## src/rtl/if_id_skid_reg.sv

```systemverilog
// IF/ID pipeline register with valid/ready on both sides, a one-entry skid buffer,
// synchronous flush, decode-field slices of the held instruction and a stall counter.
module if_id_skid_reg #(
  parameter int unsigned PC_W      = 32,
  parameter int unsigned INSTR_W   = 32,
  parameter logic [INSTR_W-1:0] NOP_INSTR = 32'h0000_0000,
  parameter int unsigned CNT_W     = 16
) (
  input  logic               clk,
  input  logic               reset_in,
  input  logic               flush_in,
  input  logic               if_valid_in,
  output logic               if_ready_out,
  input  logic [PC_W-1:0]    pc_in,
  input  logic [INSTR_W-1:0] instr_in,
  output logic               id_valid_out,
  input  logic               id_ready_in,
  output logic [PC_W-1:0]    pc_out,
  output logic [INSTR_W-1:0] instr_out,
  output logic [5:0]         opcode_out,
  output logic [4:0]         rs_out,
  output logic [4:0]         rt_out,
  output logic [4:0]         rd_out,
  output logic [15:0]        imm16_out,
  output logic [25:0]        jump26_out,
  output logic [CNT_W-1:0]   stall_cnt_out
);

  logic [PC_W-1:0]    m_pc;
  logic [INSTR_W-1:0] m_instr;
  logic               mv;
  logic [PC_W-1:0]    s_pc;
  logic [INSTR_W-1:0] s_instr;
  logic               sv;
  logic [CNT_W-1:0]   stall_cnt;

  logic accept;
  logic m_free;
  logic stalled;

  // Ready comes straight from the skid valid flop, so decode backpressure
  // never reaches fetch combinationally.
  assign if_ready_out = ~sv;
  assign accept       = if_valid_in & ~sv;
  assign m_free       = ~mv | id_ready_in;
  assign stalled      = mv & ~id_ready_in;

  always_ff @(posedge clk or negedge reset_in) begin
    if (!reset_in) begin
      m_pc    <= '0;
      m_instr <= NOP_INSTR;
      mv      <= 1'b0;
      s_pc    <= '0;
      s_instr <= NOP_INSTR;
      sv      <= 1'b0;
    end else if (flush_in) begin
      m_pc    <= '0;
      m_instr <= NOP_INSTR;
      mv      <= 1'b0;
      sv      <= 1'b0;
    end else if (m_free) begin
      if (sv) begin
        m_pc    <= s_pc;
        m_instr <= s_instr;
        mv      <= 1'b1;
        sv      <= 1'b0;
      end else if (accept) begin
        m_pc    <= pc_in;
        m_instr <= instr_in;
        mv      <= 1'b1;
      end else begin
        mv      <= 1'b0;
      end
    end else if (accept) begin
      s_pc    <= pc_in;
      s_instr <= instr_in;
      sv      <= 1'b1;
    end
  end

  always_ff @(posedge clk or negedge reset_in) begin
    if (!reset_in) begin
      stall_cnt <= '0;
    end else if (!flush_in && stalled && (stall_cnt != '1)) begin
      stall_cnt <= stall_cnt + CNT_W'(1);
    end
  end

  assign id_valid_out  = mv;
  assign pc_out        = m_pc;
  assign instr_out     = m_instr;
  assign opcode_out    = m_instr[31:26];
  assign rs_out        = m_instr[25:21];
  assign rt_out        = m_instr[20:16];
  assign rd_out        = m_instr[15:11];
  assign imm16_out     = m_instr[15:0];
  assign jump26_out    = m_instr[25:0];
  assign stall_cnt_out = stall_cnt;

endmodule

```

## config.mk

```make
export PLATFORM = sky130hd
export DESIGN_NAME = if_id_skid_reg
export DESIGN_NICKNAME = d
export VERILOG_FILES = /design/src/rtl/if_id_skid_reg.sv
export SDC_FILE = /design/constraint.sdc
export NUM_CORES = 1
export LEC_CHECK = 0
export ABC_AREA = 0
export CAP_MARGIN = 20
export CORE_MARGIN = 4
export CORE_UTILIZATION = 53
export CTS_BUF_LIST = sky130_fd_sc_hd__clkbuf_4 sky130_fd_sc_hd__clkbuf_8
export DETAILED_ROUTE_END_ITERATION = 16
export GPL_TIMING_DRIVEN = 0
export PLACE_DENSITY = 0.95
export SLEW_MARGIN = 15
export SYNTH_ARGS = -nofsm -noshare
export SYNTH_HDL_FRONTEND = slang
export SYNTH_SLANG_ARGS = --single-unit
```

## constraint.sdc

```tcl
create_clock -name clk -period 3.5 [get_ports clk]
set_input_delay 0.525 -clock clk [delete_from_list [all_inputs] [get_ports clk]]
set_output_delay 0.525 -clock clk [all_outputs]
set_load 0.02 [all_outputs]
```

==> flow_metrics.tcl <==
set metrics [dict create \
    status "complete, no violations" \
    mostFrequentLayoutCell "clkdlybuf4s50_1" \
    end_kind "flop" \
    syn_avg_cell_area_um2 12.5 \
    fillers 798 \
    power_density_mw_per_mm2 503 \
    start_util 0.551 \
    hp-class "reg2reg" \
    die_x_um 123 \
    setup_viol 0 \
    yosysWarnings 0 \
    grt_pass1_wl_um 28300 \
    maxCapViolCount 0 \
    vias_per_cell 5.37 \
    grt_use_total 0.241 \
    dpl.cell_count 950 \
    rsz0062_at_grt "no" \
    stdcell_area_mm2 0.00991 \
    root_buffer "clkbuf_8" \
    drive_above_1_share 0.228 \
    clkPwrFrac 0.300 \
    total_leakage_power_nw 4.41 \
    cts_buffers 17 \
    coreArea_mm2 0.0128 \
    p_sw_mw 1.38 \
    syn_nets 634 \
    clk_pin_slew_ns 0.08 \
    dr.pass1.iters 5 \
    insertion_delay_ns 0.44 \
    grt_pass1_vias 5568 \
    p_seq_frac 0.442 \
    syn_inst 564 \
    ir_drop_uv 556 \
    p_total_mw 4.98 \
    register_area_mm2 0.00365 \
    p_int_mw 3.59 \
    dpl-instance-area_mm2 0.00945 \
    ant_nets 0 \
    cp_max_fo 10 \
    antenna_found_initial 0 \
    nets 868 \
    post-route-util 0.772 \
    drtIter0Drc 306 \
    synth_cell_type_count 32 \
    wire_per_inst_um 18.5 \
    p_comb_frac 0.258 \
    hold_ws_ns 0.512 \
    totalWireLength_um 18100 \
    dieArea_mm2 0.0152 \
    ys_ff_latch 146 \
    finalCritPeriodShare 0.617 \
    rows 41 \
    antenna_cells 0 \
    slew_headroom 0.612 \
    tightest_slew_ns 0.582 \
    place.gp.congestion 0.945 \
    cts_tree "yes" \
    io_pins 214 \
    cts_setup_buffers 0 \
    switching_share 0.278 \
    drc 0 \
    fin_cells 983 \
    skew_ns 0.00916 \
    dr_total_vias 5282 \
    cts-htree-levels 4 \
    required_ns 3.83 \
    grt_max_degree 100 \
    portBuffers 213 \
    fmax_mhz 463 \
    drv_slew 0 \
    netlist.area_leader.share 0.517 \
    critical_path_class "in2reg" \
    dp_hpwl_um 13200 \
    yosys.area.top_type "dfrtp_1" \
    cts.sinks 146 \
    syn2layout_area_growth_pct 40.2 \
    clockBufferDepth 2 \
    die_y_um 123 \
    multi_input_area_mm2 0.00272 \
    grt-ovfl-total 0 \
    hold_viol_final 0 \
    layout_common_cells "clkdlybuf4s50_1 (212), dfrtp_1 (146), nor2_1 (69)" \
    syn-cell-area_mm2 0.00707 \
    netlist_top_cells_area "dfrtp_1 (52%), mux2_4 (13%), mux2i_1 (9.1%), a211oi_1 (7.0%), buf_4 (6.7%)" \
    fin_crit_ns 2.16 \
    crit_arrival_ns 2.49 \
    seq_area_frac_synth 0.517 \
    startpoint_type "input pin" \
]
kinds of logic after synthesis:
logic type	share of synthesized area
adder cells (fa/ha/maj)	0.00177
flip-flops	0.517
AO/OA/AOI/OAI	0.0792
XOR/XNOR	0.0161
buffers and inverters	0.0985
multiplexers	0.226
AND/OR/NAND/NOR	0.0613
power by group through the flow:
stage | combinational [mW] | clock, mW | sequential, mW
after detailed placement | 1.29 | 0 | 2.22
after global placement | 1.24 | 0 | 2.20
after global routing | 1.37 | 1.57 | 2.23
after CTS | 1.30 | 1.50 | 2.19
final | 1.29 | 1.49 | 2.20
after floorplan | 0.669 | 0 | 2.27
critical path, cell delays in order:
cell	delay [ns]
clkdlybuf4s50_1	0.53
nor2_1	0.07
a21oi_1	0.19
clkbuf_1	0.49
buf_2	0.34
nor2_1	0.08
a211oi_1	0.27
routing by layer:
layer | vias to the layer above | wire, um | GRT usage
li1 | 2407 | - | -
met1 | 2618 | 7210 | 0.289
met2 | 218 | 9380 | 0.420
met3 | 39 | 1170 | 0.0535
met4 | 0 | 378 | 0.0962
met5 | - | 0 | 0
per-stage QoR:
stage | TNS, ns | setup slack, ns
after detailed placement | 0 | 0.876
after CTS | 0 | 1.32
final | 0 | 1.34
after global placement | -513.59 | -3.53
after floorplan | 0 | 1.60
after global routing | 0 | 1.16
cells in the mapped netlist, drive strengths merged:
master  number
xnor2       10
a211oi      66
nor4         1
and2         1
buf         83
dfrtp      146
or2          1
nor3         1
nand2        2
o21ai        1
nand3b       1
nand4        7
nor2        69
mux2i       64
nand3        5
clkbuf      17
or3b         1
ha           1
or4          1
nor2b        1
a41oi        1
a21oi        3
a31oi        2
or3          1
mux2        65
o211ai       3
and3         3
xor2         3
inv          4
flip-flops by register name (all words and copies together) (netlist names):
signal         cells
stall_cnt_out     16
id_valid_out       1
s_pc              32
pc_out            32
s_instr           32
instr_out         32
sv                 1
final timing paths:
kind                         startpoint            to  slack [ns]  depth (start not counted)
max                         if_valid_in  instr_out[2]        1.34                          7
min                          s_instr[1]    s_instr[1]        0.51                          1
max reg2reg                id_valid_out  instr_out[2]        1.60                          5
min reg2reg                  s_instr[1]    s_instr[1]        0.51                          1
max in group asynchronous      reset_in   s_instr[13]        2.09                          3
min in group asynchronous      reset_in   s_instr[22]        0.59                          2
cell type report:
class | count | area share
clock buffer | 22 | 0.0299
clock inverter | 10 | 0.0155
multi-input combinational | 314 | 0.274
tap | 172 | 0.0217
inverter | 4 | 0.00152
buffer | 100 | 0.0687
sequential | 146 | 0.369
timing repair buffer | 215 | 0.220
what timing repair did:
action	in CTS	in global routing
hold endpoints to repair	47	0
hold buffers	1	0
gates resized for setup	0	0
endpoints found under the setup margin	0	0
No activity file was read; power rests on OpenSTA's default activity.
